<file path="src/rtl/bus_pkg.sv">
// Shared codes, widths, sequencer states and one-hot decoders for the bus transfer scheduler.
package bus_pkg;

  localparam int unsigned CODE_W = 5;
  localparam int unsigned NSRC   = 26;
  localparam int unsigned NDST   = 25;

  // Source codes: R0..R15 occupy 0..15
  localparam logic [CODE_W-1:0] SRC_R0    = 5'd0;
  localparam logic [CODE_W-1:0] SRC_HI    = 5'd16;
  localparam logic [CODE_W-1:0] SRC_LO    = 5'd17;
  localparam logic [CODE_W-1:0] SRC_ZHI   = 5'd18;
  localparam logic [CODE_W-1:0] SRC_ZLO   = 5'd19;
  localparam logic [CODE_W-1:0] SRC_PC    = 5'd20;
  localparam logic [CODE_W-1:0] SRC_MDR   = 5'd21;
  localparam logic [CODE_W-1:0] SRC_IN    = 5'd22;
  localparam logic [CODE_W-1:0] SRC_CSIGN = 5'd23;
  localparam logic [CODE_W-1:0] SRC_Y     = 5'd24;
  localparam logic [CODE_W-1:0] SRC_MAR   = 5'd25;

  // Destination codes: R0..R15 occupy 0..15
  localparam logic [CODE_W-1:0] DST_R0  = 5'd0;
  localparam logic [CODE_W-1:0] DST_HI  = 5'd16;
  localparam logic [CODE_W-1:0] DST_LO  = 5'd17;
  localparam logic [CODE_W-1:0] DST_Z   = 5'd18;
  localparam logic [CODE_W-1:0] DST_PC  = 5'd19;
  localparam logic [CODE_W-1:0] DST_MDR = 5'd20;
  localparam logic [CODE_W-1:0] DST_OUT = 5'd21;
  localparam logic [CODE_W-1:0] DST_Y   = 5'd22;
  localparam logic [CODE_W-1:0] DST_MAR = 5'd23;
  localparam logic [CODE_W-1:0] DST_IR  = 5'd24;

  typedef enum logic [1:0] {IDLE, DRIVE, LOAD} state_t;

  typedef struct packed {
    logic [CODE_W-1:0] src;
    logic [CODE_W-1:0] dst;
  } xfer_t;

  function automatic logic [NSRC-1:0] src_onehot(input logic [CODE_W-1:0] code);
    return NSRC'(1) << code;
  endfunction

  function automatic logic [NDST-1:0] dst_onehot(input logic [CODE_W-1:0] code);
    return NDST'(1) << code;
  endfunction

endpackage

</file>
<file path="src/rtl/xfer_fifo.sv">
// Synchronous request FIFO holding (source, destination) transfer pairs.
module xfer_fifo
  import bus_pkg::*;
#(
  parameter int unsigned DEPTH = 4
) (
  input  logic                     clk,
  input  logic                     clear,
  input  logic                     push,
  input  logic                     pop,
  input  xfer_t                    wdata,
  output xfer_t                    rdata,
  output logic                     full,
  output logic                     empty,
  output logic [$clog2(DEPTH):0]   count
);

  localparam int unsigned AW = $clog2(DEPTH);

  xfer_t          mem [DEPTH];
  logic [AW-1:0]  wr_ptr;
  logic [AW-1:0]  rd_ptr;
  logic           do_push;
  logic           do_pop;

  assign full    = (count == (AW+1)'(DEPTH));
  assign empty   = (count == '0);
  assign do_push = push & ~full;
  assign do_pop  = pop & ~empty;
  assign rdata   = mem[rd_ptr];

  always_ff @(posedge clk or posedge clear) begin
    if (clear) begin
      wr_ptr <= '0;
      rd_ptr <= '0;
      count  <= '0;
    end else begin
      if (do_push) wr_ptr <= wr_ptr + 1'b1;
      if (do_pop)  rd_ptr <= rd_ptr + 1'b1;
      case ({do_push, do_pop})
        2'b10:   count <= count + 1'b1;
        2'b01:   count <= count - 1'b1;
        default: count <= count;
      endcase
    end
  end

  always_ff @(posedge clk) begin
    if (do_push) mem[wr_ptr] <= wdata;
  end

endmodule

</file>
<file path="src/rtl/bus_xfer_scheduler.sv">
// Sequences queued register transfers onto the shared bus: one driver per cycle, settle before load.
module bus_xfer_scheduler
  import bus_pkg::*;
#(
  parameter int unsigned DEPTH = 4
) (
  input  logic                     clk,
  input  logic                     clear,
  input  logic                     req_valid,
  input  logic [4:0]               req_src,
  input  logic [4:0]               req_dst,
  output logic                     req_ready,
  input  logic                     hold,
  output logic [NSRC-1:0]          src_en,
  output logic [NDST-1:0]          dst_ld,
  output logic                     xfer_done,
  output logic                     busy,
  output logic                     err_illegal,
  output logic [$clog2(DEPTH):0]   count
);

  state_t state, state_n;
  xfer_t  cur, cur_n, head, req;
  logic   full, empty, legal, accept, start, bypass, push, pop;

  assign req       = '{src: req_src, dst: req_dst};
  assign legal     = (req_src < CODE_W'(NSRC)) && (req_dst < CODE_W'(NDST));
  assign req_ready = ~full;
  assign accept    = req_valid & ~full & legal;

  // A request arriving into an empty FIFO is taken straight into cur so DRIVE follows next cycle
  assign start  = ((state == IDLE) || (state == LOAD)) && !hold && (!empty || accept);
  assign bypass = start & empty;
  assign pop    = start & ~empty;
  assign push   = accept & ~bypass;
  assign busy   = (state != IDLE) || !empty;

  xfer_fifo #(.DEPTH(DEPTH)) u_fifo (
    .clk   (clk),
    .clear (clear),
    .push  (push),
    .pop   (pop),
    .wdata (req),
    .rdata (head),
    .full  (full),
    .empty (empty),
    .count (count)
  );

  always_comb begin
    state_n = state;
    cur_n   = cur;
    case (state)
      IDLE: if (start) begin
        state_n = DRIVE;
        cur_n   = bypass ? req : head;
      end
      DRIVE: if (!hold) state_n = LOAD;
      LOAD: if (start) begin
        state_n = DRIVE;
        cur_n   = bypass ? req : head;
      end else begin
        state_n = IDLE;
      end
      default: state_n = IDLE;
    endcase
  end

  // Enables are registered from the next state so they line up with the state they describe
  always_ff @(posedge clk or posedge clear) begin
    if (clear) begin
      state       <= IDLE;
      cur         <= '0;
      src_en      <= '0;
      dst_ld      <= '0;
      xfer_done   <= 1'b0;
      err_illegal <= 1'b0;
    end else begin
      state       <= state_n;
      cur         <= cur_n;
      src_en      <= (state_n != IDLE) ? src_onehot(cur_n.src) : '0;
      dst_ld      <= (state_n == LOAD) ? dst_onehot(cur_n.dst) : '0;
      xfer_done   <= (state_n == LOAD);
      err_illegal <= req_valid & ~full & ~legal;
    end
  end

endmodule

</file>
<file path="config.mk">
export PLATFORM = sky130hd
export DESIGN_NAME = bus_xfer_scheduler
export DESIGN_NICKNAME = d
export VERILOG_FILES = /design/src/rtl/bus_pkg.sv /design/src/rtl/xfer_fifo.sv /design/src/rtl/bus_xfer_scheduler.sv
export SDC_FILE = /design/constraint.sdc
export NUM_CORES = 1
export LEC_CHECK = 0
export ABC_AREA = 1
export CORE_ASPECT_RATIO = 0.75
export CORE_MARGIN = 3
export CORE_UTILIZATION = 45
export DETAILED_ROUTE_END_ITERATION = 7
export GPL_ROUTABILITY_DRIVEN = 0
export GPL_TIMING_DRIVEN = 0
export PLACE_DENSITY = 0.76
export SLEW_MARGIN = 5
export SYNTH_ARGS = -nofsm -noshare
export SYNTH_HDL_FRONTEND = slang
export SYNTH_SLANG_ARGS = --single-unit
</file>
<file path="constraint.sdc">
create_clock -name clk -period 4.5 [get_ports clk]
set_clock_uncertainty 0.1 [all_clocks]
set_input_delay 0.45 -clock clk [delete_from_list [all_inputs] [get_ports clk]]
set_output_delay 0.45 -clock clk [all_outputs]
set_load 0.01 [all_outputs]
</file>
==> results of run 1 <==
[worst max-delay path, cell delays in order]
cell	delay, ns
clkdlybuf4s50_1	0.52
nand2_1	0.11
inv_1	0.04
o21ai_1	0.11
nand2_1	0.14
nor2_4	0.14
nand3_2	0.17
buf_6	0.20
nand2_1	0.23
ha_1	0.20
inv_1	0.06
fa_1	0.37
a21oi_1	0.14
o21ai_0	0.11
xnor2_1	0.13
[per-layer routing]
metal / global-route usage (%) / up-vias / part of all wire (%)
met4: 6.93 / 0 / 1.6
met2: 29.7 / 109 / 48
met3: 4.58 / 13 / 6.2
met1: 22.4 / 1588 / 44
met5: 0 / - / 0
li1: - / 1632 / -
[path summary, 6_finish.rpt]
check | slack [ns] | depth (start not counted) | endpoint
min in group asynchronous | 0.54 | 2 | dst_ld[0]$_DFF_PP0_
worst min register to register | 0.43 | 1 | xfer_done$_DFF_PP0_
max in group asynchronous | 3.22 | 2 | u_fifo.wr_ptr[0]$_DFFE_PP0P_
worst max-delay path | 1.50 | 15 | u_fifo.count[2]$_DFFE_PP0P_
worst min-delay path | 0.43 | 1 | xfer_done$_DFF_PP0_
worst max register to register | 1.80 | 8 | u_fifo.mem[2][2]$_DFFE_PP_
[report_power, final]
| group | internal, mW | switching [mW] | total [mW] |
|---|---|---|---|
| combinational | 0.522 | 1.03 | 1.55 |
| sequential | 1.24 | 0.0864 | 1.32 |
| clock | 0.473 | 0.349 | 0.822 |
[Yosys cell counts]
master / n / area share (%)
or2_2: 3 / 0.40
o21ai_4: 1 / 0.34
inv_1: 29 / 2.3
xor2_1: 2 / 0.37
xnor2_1: 2 / 0.37
nand2_4: 4 / 0.95
nor2_1: 79 / 6.3
o22ai_1: 3 / 0.40
nand3_1: 35 / 3.7
o21ai_2: 2 / 0.37
nor3_1: 1 / 0.11
nand3_4: 3 / 1.1
nand2_1: 85 / 6.8
nor2_2: 3 / 0.40
o21bai_1: 1 / 0.16
fa_1: 1 / 0.42
dfrtp_1: 72 / 38
clkinv_1: 1 / 0.079
nand4_2: 1 / 0.26
nand2_2: 15 / 2.0
buf_4: 1 / 0.16
edfxtp_1: 40 / 25
o21ai_1: 1 / 0.11
nor2_4: 5 / 1.2
or2_4: 1 / 0.19
nand3_2: 2 / 0.42
clkbuf_1: 1 / 0.079
or2_1: 3 / 0.40
nor3_2: 1 / 0.21
o21ai_0: 10 / 1.1
buf_2: 6 / 0.64
a21oi_1: 5 / 0.53
inv_2: 7 / 0.56
ha_1: 5 / 1.3
nand4_1: 16 / 2.1
buf_6: 3 / 0.71
[registers in the layout, summed over array words and instances (netlist names)]
signal	flops
xfer_done	1
u_fifo.mem	40
src_en	26
u_fifo.wr_ptr	2
u_fifo.rd_ptr	2
dst_ld	25
cur	10
err_illegal	1
state	2
u_fifo.count	3
[layout make-up]
type | count | area, um2 | area share [%]
inverter | 37 | 141 | 2.39
multi-input combinational | 290 | 1510 | 25.5
clock inverter | 4 | 56.3 | 0.951
buffer | 11 | 75.1 | 1.27
clock buffer | 12 | 259 | 4.38
timing repair buffer | 71 | 711 | 12.0
tap | 132 | 165 | 2.79
sequential | 112 | 3000 | 50.7
[stage by stage]
step,instance area (um2),setup slack [ns]
after floorplan,4730,2.00
final,5920,1.50
after CTS,5920,1.52
after global placement,5600,1.10
after global routing,5920,1.29
after detailed placement,5600,1.16
[cells in the final DEF (no fill, tap or decap), types with 2 or more instances in the layout]
cell type,instances
or2_1,3
nor2_4,5
buf_6,3
or2_2,3
nand2_4,4
clkbuf_1,2
nand4_1,16
nand3_1,35
o22ai_1,3
nand3_2,2
nor2_1,79
xor2_1,2
inv_6,2
inv_1,28
dfrtp_1,72
xnor2_1,2
ha_1,5
buf_2,6
clkdlybuf4s50_1,71
o21ai_0,10
o21ai_2,2
nor2_2,3
nand2_2,15
nand2_1,85
inv_2,7
clkbuf_16,10
edfxtp_1,40
nand3_4,3
a21oi_1,5
[cell families after synthesis]
| logic type | after synthesis |
|---|---|
| buffers and inverters | 48 |
| DFF | 112 |
| xor gates and xnor gates | 4 |
| adders and majority gates | 6 |
| AOI/OAI and AO/OA | 23 |
| and+or+nand+nor | 257 |
==> impl_metrics.toml, run 1 <==
[logic_synthesis]
synth-seq-area-share_pct = 63.5
synthDistinctLibCells = 36
syn_inst = 450
netlist_area_um2 = 4730
ys_ff_latch = 112
avgSynthCellArea_um2 = 10.5
syn-num-nets = 470
synthMuxAreaShare_pct = 0
synth-simple-area-share_pct = 26.5
synth_top_family_by_area = "simple AND/OR/NAND/NOR gates"
synth_compound_area_share_pct = 2.97
synth_xor_area_share_pct = 0.741
synth_adder_area_share_pct = 1.75
yosys_warnings = 0

[cts]
cts_hold_buf = 0
numClockSinks = 112
post-cts-setup-buffers = 0
cts_tree = "built"
clock_latency_ns = 0.35
cts_buffers = 9
clockRootBuffer = "clkbuf_16"
clockBufferDepth = 2
clkSlewWorstSetupHoldPaths_ns = 0.07
htree_levels = 3
cts_resized = 0

[die]
dieArea_um2 = 11800
io_pins = 72
die_w_um = 124
start_util_pct = 47.6
core_um2 = 9930
fp.dieH_um = 94.8
num_rows = 31

[routing]
wirelength_um = 9960
routedWlPerCell_um = 14.9
num_vias = 3342
drtAntennaViolNets = 0
drt_first_pass_iters = 4
via_per_inst = 5.00
drcViolationCount = 0
drt_iter0_drc = 248

[grt]
grt_pass1_vias = 3419
grt_use_total_pct = 17.7
grt_overflow_total = 0
antenna_found_initial = 0
grt_pass1_wl_um = 16500
grt_max_degree = 73

[sta]
tns_ns = 0
hold_violations = 0
rsz0062_at_grt = "false"
tightest_slew_ns = 1.04
maxSlewHeadroom_pct = 30.5
finalMaxSlewViolations = 0
setup_viol = 0
period_share_pct = 66.6
fin_crit_ns = 3.00
max_freq_ghz = 0.334
whs_ns = 0.429

[final_layout]
final_cell_count_no_fill = 669
final_core_util_pct = 59.6
area_growth_pct = 25.3
drive_gt1_share_pct = 13.8
n_antenna_cell = 0
fill_cells = 833
fin_nets = 552

[setup_path]
arrival_ns = 3.13
start_kind = "input port"
rr_startpoint = "u_fifo.count[0]$_DFFE_PP0P_"
worst-endpoint-required_ns = 4.64
startpoint = "req_src[3]"
critPathMaxFanout = 10
criticalPathCategory = "input port to register"
crit_path_end_kind = "register"

[power_and_ir_drop]
p_per_area_nw_per_um2 = 624
p_total_mw = 3.70
peakVddDrop_mv = 0.386
p_leak_nw = 2.56

[outcome]
status = "completed"

[worst_hold_path]
hold_path.class = "register to register"
min-delay-start = "state[1]$_DFF_PP0_"

[placed_design]
hpwl_um = 6940
portBuffers = 71
placedCellCount = 653

[run]
cap_violations = 0
No activity file was read; power rests on OpenSTA's default activity.
==> inputs of run 2 (changes only) <==
Settings changed: PLACE_DENSITY 0.76 to 0.79.
Clock period 4.5 ns to 2.5 ns, I/O delays scaled along.
==> run 2 against run 1 <==
- wire length up 1.6%
- core utilization up 0.45 points
- hold slack lost 0.35 ns
- via count grew 2.8%
- largest cell class unchanged
- total power rose by 80%
- sequential share of layout area shrank 0.32 points
- critical endpoint is now u_fifo.mem[2][2]$_DFFE_PP_
- critical path depth fell by 7
- largest power group unchanged
- clock-buffer cell count down 1
- register-to-register slack got worse by 1.7 ns
==> impl_metrics.toml, run 2 (synthesis gave the netlist of run 1 again) <==
[outcome]
status = "completed"

[power_and_ir_drop]
p_sw_share_pct = 40.4
p_clk_share_pct = 20.5
p_per_area_nw_per_um2 = 1120
p_total_mw = 6.66
p_leak_nw = 2.58
peakVddDrop_mv = 0.580
internal_power_mw = 3.97
switchingPower_mw = 2.69
power_frac_comb_pct = 43.8
p_seq_share_pct = 35.8

[cts]
numClockSinks = 112
clockBufferDepth = 2
clockRootBuffer = "clkbuf_16"
cts_hold_buf = 0
cts_tree = "built"
clkSlewWorstSetupHoldPaths_ns = 0.07
clock_latency_ns = 0.35
cts_buffers = 9
htree_levels = 3

[sta]
hold_violations = 0
worst_slack_ns = 0.0763
tns_ns = 0
rsz0062_at_grt = "true"
finalMaxSlewViolations = 0
whs_ns = 0.0783
fin_crit_ns = 2.42
maxSlewHeadroom_pct = 34.7
max_freq_ghz = 0.413
setup_viol = 0
tightest_slew_ns = 0.975
period_share_pct = 96.9

[routing]
wirelength_um = 10100
drcViolationCount = 0
route.met2.wl_um = 4860
drtAntennaViolNets = 0
wl_met3_um = 666
routedWlPerCell_um = 15.0
top_layer = "met4"
drt_iter0_drc = 257
met1Wirelength_um = 4450
drt_first_pass_iters = 5
num_vias = 3436
via_per_inst = 5.10

[setup_path]
criticalPathCategory = "register to register"
slowest_delay_ns = 0.74
start_kind = "register"
critPathMaxFanout = 10
critPathTopFamily = "simple AND/OR/NAND/NOR gates"
critical-path-slowest-cell = "nor2_1"
arrival_ns = 2.29
critPathMostFrequentCell = "nor2_4"
cp_cell_sequence = "nor2_4 > nand2_2 > nand2_4 > nor2_4 > nand3_4 > buf_6 > nand2_8 > nor2_1"
crit_path_end_kind = "register"
worst-endpoint-required_ns = 2.37
critPathBufInv = 1

[final_layout]
fill_cells = 813
layout.area.seq_um2 = 3010
final_cell_mix = "nand2_1 (84), nor2_1 (76), dfrtp_1 (69)"
largest_registers = "u_fifo.mem x40, src_en x26, dst_ld x25"
multi_input_area_um2 = 1550
area_growth_pct = 26.2
final_common_cell = "nand2_1"
drive_gt1_share_pct = 16.6
final_cell_area_um2 = 5960
largest_register_ffs = 40
fin_nets = 557
top_register = "u_fifo.mem"
n_antenna_cell = 0

[placed_design]
pre_cts_slack_ns = -0.678
portBuffers = 71
placed_cell_area_um2 = 5600
hpwl_um = 6950

[die]
fp.dieH_um = 94.8
io_pins = 72
start_util_pct = 47.6
core_um2 = 9930
dieArea_um2 = 11800
die_w_um = 124
num_rows = 31

[run]
cap_violations = 0

[grt]
grt_pass1_vias = 3365
grt_overflow_total = 0
grt_use_total_pct = 18.0
antenna_found_initial = 0
grt_pass1_wl_um = 16400
grt_max_degree = 73

[worst_hold_path]
hold_path.class = "input port to register"
-- run 2: cell count changes in the layout (fill, tap and decap cells not counted), sizes merged --
cell	delta
clkinvlp	+1
clkdlybuf4s50	-9
bufinv	-1
clkinv	+1
buf	+5
dlygate4sd2	+8
-- run 2: worst paths after layout --
check | slack, ns | depth (start not counted) | end | start
worst min register to register | 0.42 | 1 | xfer_done$_DFF_PP0_ | state[1]$_DFF_PP0_
worst min-delay path | 0.08 | 1 | u_fifo.mem[3][2]$_DFFE_PP_ | req_dst[2]
min in group asynchronous | 0.34 | 2 | src_en[20]$_DFF_PP0_ | clear
max in group asynchronous | 1.38 | 2 | u_fifo.count[2]$_DFFE_PP0P_ | clear
worst max register to register | 0.08 | 8 | u_fifo.mem[2][2]$_DFFE_PP_ | u_fifo.count[0]$_DFFE_PP0P_
worst max-delay path | 0.08 | 8 | u_fifo.mem[2][2]$_DFFE_PP_ | u_fifo.count[0]$_DFFE_PP0P_
-- run 2: cell type report --
type	count	share of cell area, %
plain buffers	11	1.26
flip-flops and latches	112	50.4
multi-input cells	290	26.0
repair buffers	76	12.3
clock inverters	5	0.650
well taps	132	2.77
inverters	37	2.37
clock buffers	11	4.24
-- run 2: routing by layer --
| layer | vias up | track usage [%] |
|---|---|---|
| li1 | 1643 | - |
| met5 | - | 0 |
| met4 | 0 | 5.47 |
| met1 | 1664 | 23.4 |
| met2 | 114 | 28.9 |
| met3 | 15 | 5.99 |
-- run 2: metrics by stage --
stage          std cells  utilization, %
4_1_cts              669            59.5
3_3_place_gp         653            56.4
3_5_place_dp         653            56.4
5_1_grt              674            60.1
6_report             674            60.1
2_1_floorplan        450               -
-- run 2: power by group through the flow --
stage / Combinational [mW] / Clock (mW) / Sequential (mW)
finish: 2.92 / 1.36 / 2.38
CTS: 2.80 / 1.40 / 2.38
floorplan: 1.94 / 0 / 2.43
detailed placement: 2.76 / 0 / 2.41
global route: 3.26 / 1.46 / 2.42
global placement: 2.67 / 0 / 2.40
-- run 2: what timing repair did --
action	in CTS	in global routing
resized for setup	14	11
pin swaps	0	3
setup buffers	0	5
setup endpoints to repair	42	31
hold endpoints to repair	0	0
==> inputs of run 3 (changes only) <==
Settings changed: CORE_MARGIN 3 to 2, SETUP_SLACK_MARGIN from default to 0.4.
==> run 3 against run 2 <==
- global-route usage is 2.2 points higher
- fmax is 8.3% higher
- total power is 11% higher
- register-to-register slack better by 0.19 ns
- core utilization is 1.8 points higher
- setup slack better by 0.19 ns
- sequential power hardly changed
- final area is 6.4% higher
- die area is 3.7% lower
==> impl_metrics.toml, run 3 (synthesis gave the netlist of run 1 again) <==
[sta]
max_freq_ghz = 0.447
maxSlewHeadroom_pct = 44.8
hold_violations = 0
fin_crit_ns = 2.24
period_share_pct = 89.5
finalMaxSlewViolations = 0
rsz0062_at_grt = "true"
tns_ns = 0
setup_viol = 0
tightest_slew_ns = 0.826

[die]
dieArea_um2 = 11300
num_rows = 32
core_um2 = 10200
die_w_um = 122
fp.dieH_um = 92.8
io_pins = 72
start_util_pct = 46.1

[placed_design]
portBuffers = 71
placed_cell_area_um2 = 5650
hpwl_um = 7110

[power_and_ir_drop]
p_leak_nw = 2.71
p_per_area_nw_per_um2 = 1170
peakVddDrop_mv = 0.846

[run]
cap_violations = 0

[final_layout]
final_core_util_pct = 61.9
largest_registers = "u_fifo.mem x40, src_en x26, dst_ld x25"
fill_cells = 791
final_cell_area_um2 = 6340
fin_nets = 574
final_cell_mix = "nand2_1 (81), dfrtp_1 (71), nor2_1 (65)"
n_antenna_cell = 0
final_common_cell = "nand2_1"
area_growth_pct = 34.3
largest_register_ffs = 40
top_register = "u_fifo.mem"
drive_gt1_share_pct = 24.5

[grt]
grt_pass1_vias = 3446
grt_max_degree = 40
grt_overflow_total = 0
antenna_found_initial = 0
grt_use_total_pct = 20.2
grt_pass1_wl_um = 17200

[setup_path]
arrival_ns = 2.42
criticalPathCategory = "register to register"
worst-endpoint-required_ns = 2.68
crit_path_end_kind = "register"
critPathMaxFanout = 10
start_kind = "register"

[routing]
wirelength_um = 11200
routedWlPerCell_um = 16.2
num_vias = 3521
drt_iter0_drc = 241
drt_first_pass_iters = 4
drcViolationCount = 0
via_per_inst = 5.07
drtAntennaViolNets = 0

[cts]
htree_levels = 3
cts_buffers = 9
cts_hold_buf = 0
cts_tree = "built"
numClockSinks = 112
clock_latency_ns = 0.36
clkSlewWorstSetupHoldPaths_ns = 0.07
clockRootBuffer = "clkbuf_16"
clockBufferDepth = 2

[worst_hold_path]
hold_path.class = "input port to register"

[outcome]
status = "completed"
==> run 3: final cells by class <==
cell class              instances  area, um2  area share (%)
repair buffers                 90        846            13.3
plain buffers                  11       92.6            1.46
flip-flops and latches        112       3000            47.3
clock inverters                 4       37.5           0.592
clock buffers                  12        289            4.56
inverters                      37        148            2.33
multi-input cells             293       1760            27.7
well taps                     136        170            2.68
==> run 3: worst max-delay path, stage by stage, from the launching register on <==
cell,delay (ns)
dfrtp_1,0.41
nor2_4,0.15
nand2_2,0.09
nand2_4,0.10
nor2_4,0.05
buf_4,0.13
buf_4,0.12
nand2_2,0.10
nand2_4,0.09
buf_8,0.16
or2_1,0.22
nand2_2,0.14
nand4_1,0.16
nor2_1,0.13
==> run 3: repair_timing <==
item,4_1_cts,5_1_grt
cloned,0,3
setup buffers,8,10
pin swaps,5,17
resized for setup,30,48
setup endpoints to repair,66,94
==> run 3: worst paths after layout <==
kind,start,end,slack [ns],cells past startpoint
setup / recovery,u_fifo.count[0]$_DFFE_PP0P_,src_en[21]$_DFF_PP0_,0.26,13
hold / removal,req_dst[0],u_fifo.mem[2][0]$_DFFE_PP_,0.07,1
setup reg to reg,u_fifo.count[0]$_DFFE_PP0P_,src_en[21]$_DFF_PP0_,0.26,13
hold reg to reg,state[1]$_DFF_PP0_,xfer_done$_DFF_PP0_,0.43,1
max in group asynchronous,clear,u_fifo.count[2]$_DFFE_PP0P_,1.36,3
min in group asynchronous,clear,dst_ld[20]$_DFF_PP0_,0.30,2
==> run 3: where the power goes <==
| part | internal (mW) | switching, mW | total (mW) |
|---|---|---|---|
| Sequential | 2.23 | 0.142 | 2.37 |
| Combinational | 1.26 | 2.28 | 3.54 |
| Clock | 0.841 | 0.661 | 1.50 |
| Total | 4.33 | 3.09 | 7.41 |
==> run 3: per-layer routing <==
| metal | wire length, um | up-vias | share of wire, % | track usage, % |
|---|---|---|---|---|
| li1 | - | 1683 | - | - |
| met1 | 4690 | 1695 | 42 | 26.5 |
| met2 | 5650 | 132 | 50 | 32.9 |
| met3 | 777 | 11 | 6.9 | 5.60 |
| met4 | 129 | 0 | 1.1 | 5.84 |
| met5 | 0 | - | 0 | 0 |
==> run 3: metrics by stage <==
stage                     hold slack, ns  power [mW]  setup WS, ns  cells
after floorplan                    0.221        4.38         0.235    450
after global placement             0.396        5.09        -0.393    657
after detailed placement           0.405        5.22        -0.482    658
after CTS                          0.251        6.90         0.239    682
after global routing              0.0827        7.84         0.163    695
final                             0.0738        7.41         0.263    695
